$ cat config.mk
export PLATFORM = sky130hd
export DESIGN_NAME = score_display_scan
export DESIGN_NICKNAME = d
export VERILOG_FILES = /design/src/rtl/score_display_scan.sv
export SDC_FILE = /design/constraint.sdc
export NUM_CORES = 1
export LEC_CHECK = 0
export ABC_AREA = 1
export CELL_PAD_IN_SITES_DETAIL_PLACEMENT = 0
export CELL_PAD_IN_SITES_GLOBAL_PLACEMENT = 1
export CORE_ASPECT_RATIO = 1.4
export CORE_MARGIN = 5
export CORE_UTILIZATION = 48
export DETAILED_ROUTE_END_ITERATION = 8
export GPL_ROUTABILITY_DRIVEN = 0
export PLACE_DENSITY = 0.9
export SETUP_SLACK_MARGIN = 0.5
export SLEW_MARGIN = 20
export SYNTH_ARGS = -nofsm -noshare
export SYNTH_HDL_FRONTEND = slang
export SYNTH_SLANG_ARGS = --single-unit
$ cat constraint.sdc
create_clock -name clk -period 4.7 [get_ports clk]
set_clock_uncertainty 0.05 [all_clocks]
set_input_delay 0.47 -clock clk [delete_from_list [all_inputs] [get_ports clk]]
set_output_delay 0.47 -clock clk [all_outputs]
set_load 0.03 [all_outputs]
$ cat src/rtl/score_display_scan.sv
// Binary score -> 3-digit BCD (sequential shift-add-3) with a multiplexed, leading-zero-blanked
// seven-segment scan. Optional post-commit blink is enabled by defining SCORE_FLASH_EN.
module score_display_scan #(
    parameter int SCAN_DIV     = 100000,
    parameter int FLASH_FRAMES = 8
) (
    input  logic        clk,
    input  logic        r_n,
    input  logic [7:0]  score,
    output logic [11:0] bcd,
    output logic        busy,
    output logic [3:0]  an,
    output logic [6:0]  seg
);
    localparam int PW = $clog2(SCAN_DIV);

    typedef enum logic [1:0] {IDLE, CONV, COMMIT} state_t;

    state_t        state, state_nx;
    logic [7:0]    score_q, last, cval;
    logic [19:0]   sh;
    logic [11:0]   adj;
    logic [2:0]    step;
    logic [PW-1:0] presc;
    logic [1:0]    idx;
    logic          tick, frame_end, flash_blank;
    logic [3:0]    nib;
    logic [6:0]    pat, seg_nx;
    logic [3:0]    an_nx;
    logic          blank;

    always_ff @(posedge clk or negedge r_n) begin
        if (!r_n) state <= IDLE;
        else      state <= state_nx;
    end

    always_comb begin
        state_nx = state;
        case (state)
            IDLE:    if (score_q != last) state_nx = CONV;
            CONV:    if (step == 3'd7)    state_nx = COMMIT;
            COMMIT:  state_nx = IDLE;
            default: state_nx = IDLE;
        endcase
    end

    assign busy = (state != IDLE);

    // Upper 12 bits of sh hold the BCD accumulator, lower 8 the binary being shifted in.
    always_comb begin
        adj = sh[19:8];
        for (int i = 0; i < 3; i++)
            if (sh[8+4*i +: 4] >= 4'd5) adj[4*i +: 4] = sh[8+4*i +: 4] + 4'd3;
    end

    always_ff @(posedge clk or negedge r_n) begin
        if (!r_n) begin
            score_q <= '0;
            last    <= '0;
            cval    <= '0;
            sh      <= '0;
            step    <= '0;
            bcd     <= '0;
        end else begin
            score_q <= score;
            case (state)
                IDLE: if (score_q != last) begin
                    sh   <= {12'h000, score_q};
                    cval <= score_q;
                    step <= '0;
                end
                CONV: begin
                    sh   <= {adj, sh[7:0]} << 1;
                    step <= step + 3'd1;
                end
                COMMIT: begin
                    bcd  <= sh[19:8];
                    last <= cval;
                end
                default: ;
            endcase
        end
    end

    assign tick      = (presc == PW'(SCAN_DIV - 1));
    assign frame_end = tick && (idx == 2'd3);

    always_ff @(posedge clk or negedge r_n) begin
        if (!r_n) begin
            presc <= '0;
            idx   <= '0;
        end else if (tick) begin
            presc <= '0;
            idx   <= idx + 2'd1;
        end else begin
            presc <= presc + PW'(1);
        end
    end

`ifdef SCORE_FLASH_EN
    logic [15:0] fcnt;

    always_ff @(posedge clk or negedge r_n) begin
        if (!r_n)                        fcnt <= '0;
        else if (state == COMMIT)        fcnt <= 16'(FLASH_FRAMES);
        else if (frame_end && fcnt != 0) fcnt <= fcnt - 16'd1;
    end

    assign flash_blank = fcnt[0];
`else
    logic unused_flash;
    assign unused_flash = frame_end;
    assign flash_blank  = 1'b0;
`endif

    always_comb begin
        case (idx)
            2'd0:    nib = bcd[3:0];
            2'd1:    nib = bcd[7:4];
            default: nib = bcd[11:8];
        endcase
    end

    always_comb begin
        case (nib)
            4'd0:    pat = 7'b1000000;
            4'd1:    pat = 7'b1111001;
            4'd2:    pat = 7'b0100100;
            4'd3:    pat = 7'b0110000;
            4'd4:    pat = 7'b0011001;
            4'd5:    pat = 7'b0010010;
            4'd6:    pat = 7'b0000010;
            4'd7:    pat = 7'b1111000;
            4'd8:    pat = 7'b0000000;
            4'd9:    pat = 7'b0010000;
            default: pat = 7'b1111111;
        endcase
    end

    assign blank  = (idx == 2'd3) ||
                    (idx == 2'd2 && bcd[11:8] == 4'd0) ||
                    (idx == 2'd1 && bcd[11:4] == 8'd0) ||
                    flash_blank;
    assign an_nx  = blank ? 4'b1111 : ~(4'b0001 << idx);
    assign seg_nx = blank ? 7'h7F : pat;

    // Registered pins so reset forces the blank pattern regardless of scan state.
    always_ff @(posedge clk or negedge r_n) begin
        if (!r_n) begin
            an  <= 4'b1111;
            seg <= 7'h7F;
        end else begin
            an  <= an_nx;
            seg <= seg_nx;
        end
    end
endmodule

==> results of run 1 <==
-- cell usage in the layout, fill, tap and decap left out, types with 2 or more instances in the layout --
cell	count
a21oi_1	18
a21oi_2	3
buf_4	4
clkbuf_1	3
clkbuf_16	9
clkdlybuf4s50_1	32
clkinv_2	2
dfrtp_1	80
dfstp_2	11
ha_1	16
inv_1	68
inv_2	6
mux2_2	5
nand2_1	130
nand2_2	2
nand3_1	37
nand4_1	6
nor2_1	36
nor2_4	5
nor3_1	5
o21ai_0	44
o21ai_1	2
o21ai_2	3
xnor2_1	5
xor2_1	9
-- area by class of cell --
class / count / area [sq um] / area share (%)
Clock buffer: 12 / 236 / 4.63
Inverter: 74 / 278 / 5.44
Tap cell: 107 / 134 / 2.62
Clock inverter: 3 / 40.0 / 0.784
Sequential cell: 91 / 2290 / 44.8
Timing Repair Buffer: 36 / 350 / 6.86
Multi-Input combinational cell: 335 / 1780 / 34.8
-- sequential cells by signal (all words and copies together) (netlist names) --
name	cells
sh	20
presc	17
bcd	12
cval	8
last	8
score_q	8
seg	7
an	4
step	3
idx	2
state	2
-- worst reg2reg max path: cells and delay by family, from the launching register on --
family        cells  cell delay, ns
flops             1            0.40
simple gates      7            1.19
xor+xnor          1            0.18
buf+inv           1            0.32
-- power groups by stage --
stage	clock [W]	combinational, W	sequential, W
after floorplan	0	0.000756	0.00132
after global placement	0	0.00117	0.00122
after detailed placement	0	0.00120	0.00122
after CTS	0.000699	0.00120	0.00121
after global routing	0.000730	0.00135	0.00125
final	0.000685	0.00118	0.00121
-- how the worst max path moves through the flow --
stage	start	to	slack (ns)
finish	score_q[6]	sh[5]	2.43
detailed placement	score_q[2]	sh[2]	2.44
floorplan	idx[0]	seg[1]	2.86
global placement	score_q[7]	sh[7]	2.52
global route	score_q[6]	sh[3]	2.13
CTS	score_q[6]	sh[5]	2.41
-- per-layer routing --
metal	wire, um	vias to the layer above
met5	0	-
met2	4290	45
met3	274	11
met1	3390	1555
li1	-	1691
met4	174	0
-- cell families after synthesis --
logic type,Yosys count
flip-flops,91
adder cells (fa/ha/maj),16
buffers and inverters,86
AO/OA/AOI/OAI,73
XOR/XNOR,14
other,1
AND/OR/NAND/NOR,226
multiplexers,5
-- metrics by stage --
step	std cells	setup WS (ns)	instance area (sq um)	total power [W]
floorplan	512	2.86	4400	0.00207
detailed placement	643	2.44	4830	0.00242
finish	658	2.43	5110	0.00308
global placement	643	2.52	4830	0.00238
CTS	658	2.41	5110	0.00311
global route	658	2.13	5110	0.00333
==> summary.md, run 1 <==
| Metric | Value |
|---|---|
| Setup TNS Final | 0 ns |
| Maximum operating frequency | 0.441 GHz |
| Crit path max-delay cell type | nand2_1 |
| Mean Syn Cell Area | 8.59 sq um |
| Drt pass-1 iters | 4 |
| First-pass GRT wire length | 14.3 mm |
| Most used cell, CP | nand2_1 |
| Most used DFF post-synth | dfrtp_1 |
| Antenna violation net count after detailed routing | 0 |
| Unrepaired setup endpoints after global routing | false |
| Clk Tree Root Cell | clkbuf_16 |
| Crit path capture type | flip-flop |
| PD cells | 602 nW/um^2 |
| Fraction of the mapped netlist area in adder cells | 4.55% |
| Clk sinks | 91 |
| NetSw | 0.00118 W |
| Area Growth Syn to Fin | 16.1% |
| Seq cells post-synth | 91 |
| Top cells by count, synth | nand2_1 (131), dfrtp_1 (80), inv_1 (68), o21ai_0 (44), nand3_1 (37) |
| Vias | 3302 |
| Antenna violations before repair | 0 |
| Hold_buf cts | 0 |
| Post-DP HPWL | 5.82 mm |
| Clk slew on worst S/H paths | 0.06 ns |
| Sequential share of the synthesized area | 52.1% |
| Row cnt | 41 |
| Layout cells sized above 1 | 10.2% |
| Slew HR | 38.9% |
| Worst-case clock buffer depth | 2 |
| Die footprint | 11200 sq um |
| Clk pwr share | 22.3% |
| Fill count | 803 |
| Netlist cell types | 33 |
| Nets | 573 |
| CTS Buf Count | 9 |
| GRT met2 Usage | 29.2% |
| IO Count | 34 |
| WL/cell | 12.4 um |
| Syn nets | 538 |
| GRT Total Usage | 15.8% |
| Core Box Area | 8980 sq um |
| Fin crit period | 2.27 ns |
| PortBufs | 33 |
| Final worst path period share | 48.3% |
| Die X | 90.9 um |
| Worst VDD drop | 326 uV |
| FF-to-FF setup slack | 2.43 ns |
| Mux cell area share after synthesis | 1.28% |
| Most frequent cell after synthesis | nand2_1 |
| DRC Markers | 0 |
| Detailed Route Iter0 Violations | 161 |
| Status | completed |
| Met1 GRT Util | 17.1% |
| Critical path depth | 9 |
| Post-synth EDFFs | 0 |
| Clock Latency Late Sink | 0.34 ns |
| Synth Area in Simple Gates | 22.3% |
| Total wire length | 8.13 mm |
| Yosys warnings | 0 |
| Vias in the first global route | 3262 |
| Max-slew violations | 0 |
| Final setup fails | 0 |
| Synth top area share | 45.5% |
| Overflow after GRT | 0 |
| Pin count of the biggest net entering global routing | 49 |
| Worst reg2reg path endpoint | sh[5] |
| Layer with the highest usage | met2 |
| Static leakage | 2.55 nW |
| Kind of critical path | reg2reg |
| Sw Ratio | 38.2% |
| Routed vias/inst | 5.02 |
| Die height | 123 um |
| Crit path buf inv count | 1 |
| Logic pwr share | 38.4% |
| # diodes | 0 |
| Worst hold-check path type | in2async |
| Post-CTS Setup Inserts | 0 |
| Synth area leaders | dfrtp_1 (45%), nand2_1 (11%), dfstp_2 (6.6%), inv_1 (5.8%), o21ai_0 (5.0%) |
| R2R depth | 9 |
| Final Hold Fails | 0 |
| Worst EP required | 4.87 ns |
| Core Util, Final | 56.9% |
| CTS tree | built |
| Largest stage delay on the critical path | 0.67 ns |
| H-Tree Depth | 3 |
| Cell taking the most area after synthesis | dfrtp_1 |
| Main combinational cell family by area after synthesis | simple AND/OR/NAND/NOR gates |
| Worst hold margin | 0.0918 ns |
| Internal power | 0.00190 W |
| Post-Syn Instances | 512 |
| Met3 Use GR | 2.56% |
| Synthesized cell area | 4400 sq um |
| Sequential power share | 39.3% |
| Cell Chain, Critical Path | xnor2_1 -> nand2_1 -> nor2_1 -> nand2_1 -> nand2_1 -> buf_4 -> nand2_2 -> nand2_1 -> nand2_1 |
| CP delay by family, top | simple AND/OR/NAND/NOR gates |
| Crit path arrival time | 2.44 ns |
| Startpoint types | flip-flop |
| Max FO, Critical Path | 30 |
| Post-synthesis compound-gate area fraction | 9.38% |
| Xor/xnor share of the synthesized area | 2.79% |
| Slew @ Worst Pin | 0.914 ns |
| FF-to-FF Start | score_q[6] |
| Initial Util | 49.0% |
| Post-CTS sizing | 0 |
| Synth async-reset ratio | 100% |
| Max_cap viols | 0 |
Power figures use the tool's default switching activity.
==> inputs of run 2 (changes only) <==
--- a/config.mk
+++ b/config.mk
@@ -10,10 +10,10 @@
 export CELL_PAD_IN_SITES_GLOBAL_PLACEMENT = 1
 export CORE_ASPECT_RATIO = 1.4
 export CORE_MARGIN = 5
-export CORE_UTILIZATION = 48
+export CORE_UTILIZATION = 44
 export DETAILED_ROUTE_END_ITERATION = 8
 export GPL_ROUTABILITY_DRIVEN = 0
-export PLACE_DENSITY = 0.9
+export PLACE_DENSITY = 0.84
 export SETUP_SLACK_MARGIN = 0.5
 export SLEW_MARGIN = 20
 export SYNTH_ARGS = -nofsm -noshare
==> constraint.sdc (replaced) <==
create_clock -name clk -period 2.2 [get_ports clk]
set_clock_uncertainty 0.05 [all_clocks]
set_input_delay 0.22 -clock clk [delete_from_list [all_inputs] [get_ports clk]]
set_output_delay 0.22 -clock clk [all_outputs]
set_load 0.03 [all_outputs]
==> run 2 against run 1 <==
Compared with the run above:
- final cell count up 8.4%
- via count up 4.5%
- register-to-register slack worse by 2.0 ns
- fmax up 28%
- non-clock buffer count up 26
- sequential share of layout area down 3.0 points
- count of clock-buffer cells in the layout down 1
- utilization down 1.3 points
- cell area up 7.2%
- sequential power up 110%
- first-iteration DRC count up 23%
- critical path depth up 1
- critical path type unchanged
- critical endpoint is now seg[5]
==> summary.md, run 2 (synthesis gave the netlist of run 1 again) <==
| Metric | Value |
|---|---|
| Status | completed |
| Sequential power share | 38.3% |
| IO Count | 34 |
| Row cnt | 43 |
| Setup TNS Final | 0 ns |
| Antenna violations before repair | 0 |
| FF-to-FF setup slack | 0.42 ns |
| Unrepaired setup endpoints after global routing | true |
| CTS tree | built |
| Worst VDD drop | 548 uV |
| Final setup fails | 0 |
| Clk slew on worst S/H paths | 0.07 ns |
| GRT Total Usage | 15.5% |
| Clock Latency Late Sink | 0.33 ns |
| Met1 GRT Util | 19.7% |
| Vias in the first global route | 3257 |
| GRT met2 Usage | 26.6% |
| Area Growth Syn to Fin | 24.5% |
| Crit path max-delay cell type | dfrtp_1 |
| Multi-input gate area | 1880 sq um |
| Max FO, Critical Path | 4 |
| Antenna violation net count after detailed routing | 0 |
| First-pass GRT wire length | 15.1 mm |
| Final worst path period share | 80.7% |
| Layer with the highest usage | met2 |
| Fin crit period | 1.78 ns |
| Final Cell Area | 5480 sq um |
| Vias | 3449 |
| Logic pwr share | 38.8% |
| NetSw | 0.00265 W |
| Worst hold margin | 0.272 ns |
| PortBufs | 33 |
| Layout cells sized above 1 | 18.0% |
| Maximum operating frequency | 0.563 GHz |
| Max FFs per register | 20 |
| # diodes | 0 |
| PD cells | 1240 nW/um^2 |
| Clk sinks | 91 |
| Placed instance area | 4950 sq um |
| Startpoint types | flip-flop |
| Worst hold-check path type | in2async |
| Clk pwr share | 22.9% |
| Crit path capture type | flip-flop |
| Die X | 94.5 um |
| Static leakage | 2.80 nW |
| Kind of critical path | reg2reg |
| Met3 Use GR | 2.88% |
| Register area | 2290 sq um |
| Post-Layout Cell Count | 713 |
| CTS Buf Count | 9 |
| Total power | 0.00678 W |
| Max-slew violations | 0 |
| Register name with the most flops | sh |
| Crit path arrival time | 1.99 ns |
| Routed vias/inst | 4.84 |
| FF-to-FF Start | idx[1] |
| Detailed Route Iter0 Violations | 198 |
| Final Hold Fails | 0 |
| H-Tree Depth | 3 |
| Initial Util | 44.7% |
| Sw Ratio | 39.1% |
| Crit path launch | idx[1] |
| WL/cell | 12.6 um |
| Core Box Area | 9850 sq um |
| Largest registers | sh: 20 flops, presc: 17 flops, bcd: 12 flops |
| Fill count | 896 |
| Largest stage delay on the critical path | 0.39 ns |
| DRC Markers | 0 |
| Commonest non-fill, non-tap cells in the layout | nand2_1 (126), dfrtp_1 (80), inv_1 (64), o21ai_0 (43), nand3_1 (35) |
| Overflow after GRT | 0 |
| Dpl cells | 675 |
| Die footprint | 12100 sq um |
| Pin count of the biggest net entering global routing | 49 |
| Worst-case clock buffer depth | 2 |
| Most common cell after layout, fill and taps aside | nand2_1 |
| Slew HR | 62.5% |
| Internal power | 0.00413 W |
| Cell Chain, Critical Path | inv_2 -> ha_4 -> nor2_4 -> inv_2 -> o21ai_4 -> ha_2 -> nor2_4 -> nor2_2 -> nand2_1 -> nand2_1 |
| Slew @ Worst Pin | 0.562 ns |
| Post-DP HPWL | 6.12 mm |
| Worst EP required | 2.42 ns |
| Max_cap viols | 0 |
| Nets | 599 |
| Die height | 128 um |
| Total wire length | 8.95 mm |
| Clk Tree Root Cell | clkbuf_16 |
| Drt pass-1 iters | 4 |
-- run 2: cell count changes in the layout (fill, tap and decap cells not counted), moves of 4 or more --
cell | previous run | this run
ha_1 | 16 | 10
clkdlybuf4s50_1 | 32 | 8
buf_4 | 4 | 25
dlygate4sd2_1 | 0 | 22
inv_1 | 68 | 64
inv_2 | 6 | 10
nand2_1 | 130 | 126
-- run 2: area by class of cell --
type                       instances  share of cell area, %
clock buffer                      11                   4.43
clock inverter                     5                   1.12
inverter                          74                   5.07
multi-input combinational        335                   34.3
sequential                        91                   41.8
tap                              135                   3.08
timing repair buffer              62                   10.2
-- run 2: worst paths after layout --
check	to	cells past startpoint
worst max-delay path	seg[5]	10
worst min-delay path	bcd[11]	2
worst max register to register	seg[5]	10
worst min register to register	cval[0]	2
max in group asynchronous	an[1]	3
min in group clk	score_q[7]	1
-- run 2: critical path: cells and delay by family (launching register included) --
kind	cells	cell delay [ns]
fa+ha+maj	2	0.41
buf+inv	2	0.16
flops	1	0.39
compound gates	1	0.18
simple gates	5	0.51
-- run 2: layer usage --
layer	part of all wire, %	vias to the layer above
met2	50	63
li1	-	1736
met5	0	-
met4	1.8	0
met1	44	1638
met3	3.8	12
-- run 2: through the flow --
step | utilization, % | worst slack (ns)
after global placement | 50.3 | 0.424
after global routing | 55.6 | 0.354
after CTS | 54.2 | 0.505
after detailed placement | 50.3 | 0.393
after floorplan | - | 0.470
final | 55.6 | 0.424
-- run 2: power by group through the flow --
stage	Clock, W	Sequential, W	Combinational [W]
after global placement	0	0.00261	0.00255
after global routing	0.00166	0.00268	0.00300
after floorplan	0	0.00281	0.00164
final	0.00155	0.00259	0.00263
after detailed placement	0	0.00263	0.00261
after CTS	0.00160	0.00260	0.00256
-- run 2: timing repair --
item                                    in CTS  in global routing
buffers inserted                            12                  9
hold buffers                                 1                  0
gates resized for setup                     24                 22
endpoints found under the setup margin      28                 51
pin swaps                                    4                  7
hold endpoints to repair                    21                  0
==> inputs of run 3 (changes only) <==
==> constraint.sdc (replaced) <==
create_clock -name clk -period 1.8 [get_ports clk]
set_clock_uncertainty 0.05 [all_clocks]
set_input_delay 0.18 -clock clk [delete_from_list [all_inputs] [get_ports clk]]
set_output_delay 0.18 -clock clk [all_outputs]
set_load 0.03 [all_outputs]
==> run 3 against run 2 <==
Compared with the run above:
- utilization is 4.8 points higher
- count of clock-buffer cells in the layout fell by 1
- register-to-register slack lost 0.28 ns
- critical path type unchanged
- highest routed layer unchanged
==> summary.md, run 3 (synthesis gave the netlist of run 1 again) <==
| Metric | Value |
|---|---|
| Max FO, Critical Path | 4 |
| Core Box Area | 9850 sq um |
| Startpoint types | flip-flop |
| Clock Latency Late Sink | 0.34 ns |
| Largest registers | sh: 20 flops, presc: 17 flops, bcd: 12 flops |
| Worst-case clock buffer depth | 2 |
| # diodes | 0 |
| Crit path arrival time | 1.90 ns |
| Final worst path period share | 92.2% |
| CTS Buf Count | 9 |
| Die footprint | 12100 sq um |
| Clk Tree Root Cell | clkbuf_16 |
| Initial Util | 44.7% |
| Setup TNS Final | 0 ns |
| Kind of critical path | reg2reg |
| First-pass GRT wire length | 15.8 mm |
| FF-to-FF setup slack | 0.14 ns |
| Pin count of the biggest net entering global routing | 41 |
| Vias in the first global route | 3507 |
| Max FFs per register | 20 |
| Layout cells sized above 1 | 36.0% |
| FF-to-FF Start | idx[0] |
| Antenna violation net count after detailed routing | 0 |
| Worst reg2reg path endpoint | seg[1] |
| Post-Layout Cell Count | 732 |
| Die height | 128 um |
| Worst VDD drop | 673 uV |
| Final Hold Fails | 0 |
| IO Count | 34 |
| Die X | 94.5 um |
| PD cells | 1520 nW/um^2 |
| WHS Path Cells | 1 |
| GRT Total Usage | 16.6% |
| Post-DP HPWL | 6.32 mm |
| Clk sinks | 91 |
| Maximum operating frequency | 0.603 GHz |
| Dpl cells | 680 |
| R2R depth | 9 |
| Antenna violations before repair | 0 |
| DRC Markers | 0 |
| PortBufs | 33 |
| Nets | 618 |
| Max-slew violations | 0 |
| Vias | 3613 |
| Most common cell after layout, fill and taps aside | nand2_1 |
| Min-Delay Endpoint | score_q[5] |
| Min-delay src | score[5] |
| Commonest non-fill, non-tap cells in the layout | nand2_1 (107), dfrtp_1 (76), inv_1 (54), o21ai_0 (34), buf_4 (32) |
| Drt pass-1 iters | 4 |
| Clk slew on worst S/H paths | 0.07 ns |
| Overflow after GRT | 0 |
| Worst hold-check path type | in2reg |
| Static leakage | 2.90 nW |
| H-Tree Depth | 3 |
| Worst EP required | 2.04 ns |
| Area Growth Syn to Fin | 35.2% |
| Detailed Route Iter0 Violations | 156 |
| Unrepaired setup endpoints after global routing | true |
| Max_cap viols | 0 |
| Row cnt | 43 |
| CTS tree | built |
| Register name with the most flops | sh |
| WL/cell | 13.6 um |
| Final setup fails | 0 |
| Routed vias/inst | 4.94 |
| Status | completed |
| Fin crit period | 1.66 ns |
| Worst hold margin | 0.217 ns |
| Crit path capture type | flip-flop |
| Total wire length | 9.93 mm |
[run 3: changes by cell type in the layout (fill, tap and decap cells not counted), sizes merged]
cell	before	now
clkbuf	11	17
clkinvlp	0	1
dlygate4sd2	22	0
nand2	132	133
clkdlybuf4s15	0	2
dlymetal6s2s	2	0
buf	29	62
[run 3: cell type report]
type | count | area (sq um)
Multi-Input combinational cell | 336 | 2180
Timing Repair Buffer | 80 | 732
Fill cell | 844 | 3900
Inverter | 74 | 280
Clock inverter | 6 | 65.1
Sequential cell | 91 | 2300
Clock buffer | 10 | 229
Tap cell | 135 | 169
[run 3: worst max-delay path by stage]
stage | start | endpoint | slack, ns | cells after the start
floorplan | idx[0] | seg[1] | 0.07 | 8
global placement | idx[0] | seg[6] | 0.08 | 11
detailed placement | idx[0] | seg[6] | 0.03 | 11
CTS | idx[0] | seg[1] | 0.14 | 8
global route | idx[0] | seg[6] | 0.05 | 9
finish | idx[0] | seg[1] | 0.14 | 9
[run 3: metrics by stage]
step | utilization [%] | setup WS, ns | power [W] | instance area [sq um]
after global placement | 51.0 | 0.0806 | 0.00635 | 5030
after global routing | 60.4 | 0.0475 | 0.00972 | 5950
after CTS | 55.5 | 0.144 | 0.00833 | 5460
after floorplan | - | 0.0705 | 0.00545 | 4470
after detailed placement | 51.0 | 0.0292 | 0.00646 | 5030
final | 60.4 | 0.141 | 0.00903 | 5950
[run 3: repair_timing]
item | 4_1_cts | 5_1_grt
pin swaps | 15 | 38
buffers inserted | 18 | 12
hold buffers | 1 | 0
resized for setup | 141 | 105
hold endpoints to repair | 28 | 0
cloned | 0 | 5
endpoints found under the setup margin | 88 | 70
[run 3: power by group]
group / internal (W) / switching (W) / leakage, nW / total, W
registers: 0.00272 / 0.000520 / 1.12 / 0.00324
clock network: 0.00108 / 0.000802 / 0.143 / 0.00188
logic: 0.00159 / 0.00232 / 1.64 / 0.00391
total: 0.00539 / 0.00364 / 2.90 / 0.00903
[run 3: critical path, cell delays in order (launching register included)]
cell     delay [ns]
dfrtp_2        0.44
inv_2          0.09
ha_4           0.17
inv_2          0.04
o21ai_2        0.11
a21oi_2        0.05
buf_4          0.16
ha_4           0.23
or2_1          0.20
nand2_1        0.07
[run 3: metal layers]
layer,part of all wire [%],track usage (%)
met1,42,19.7
met2,52,28.6
met3,3.2,3.41
met4,2.6,8.16
met5,0,0
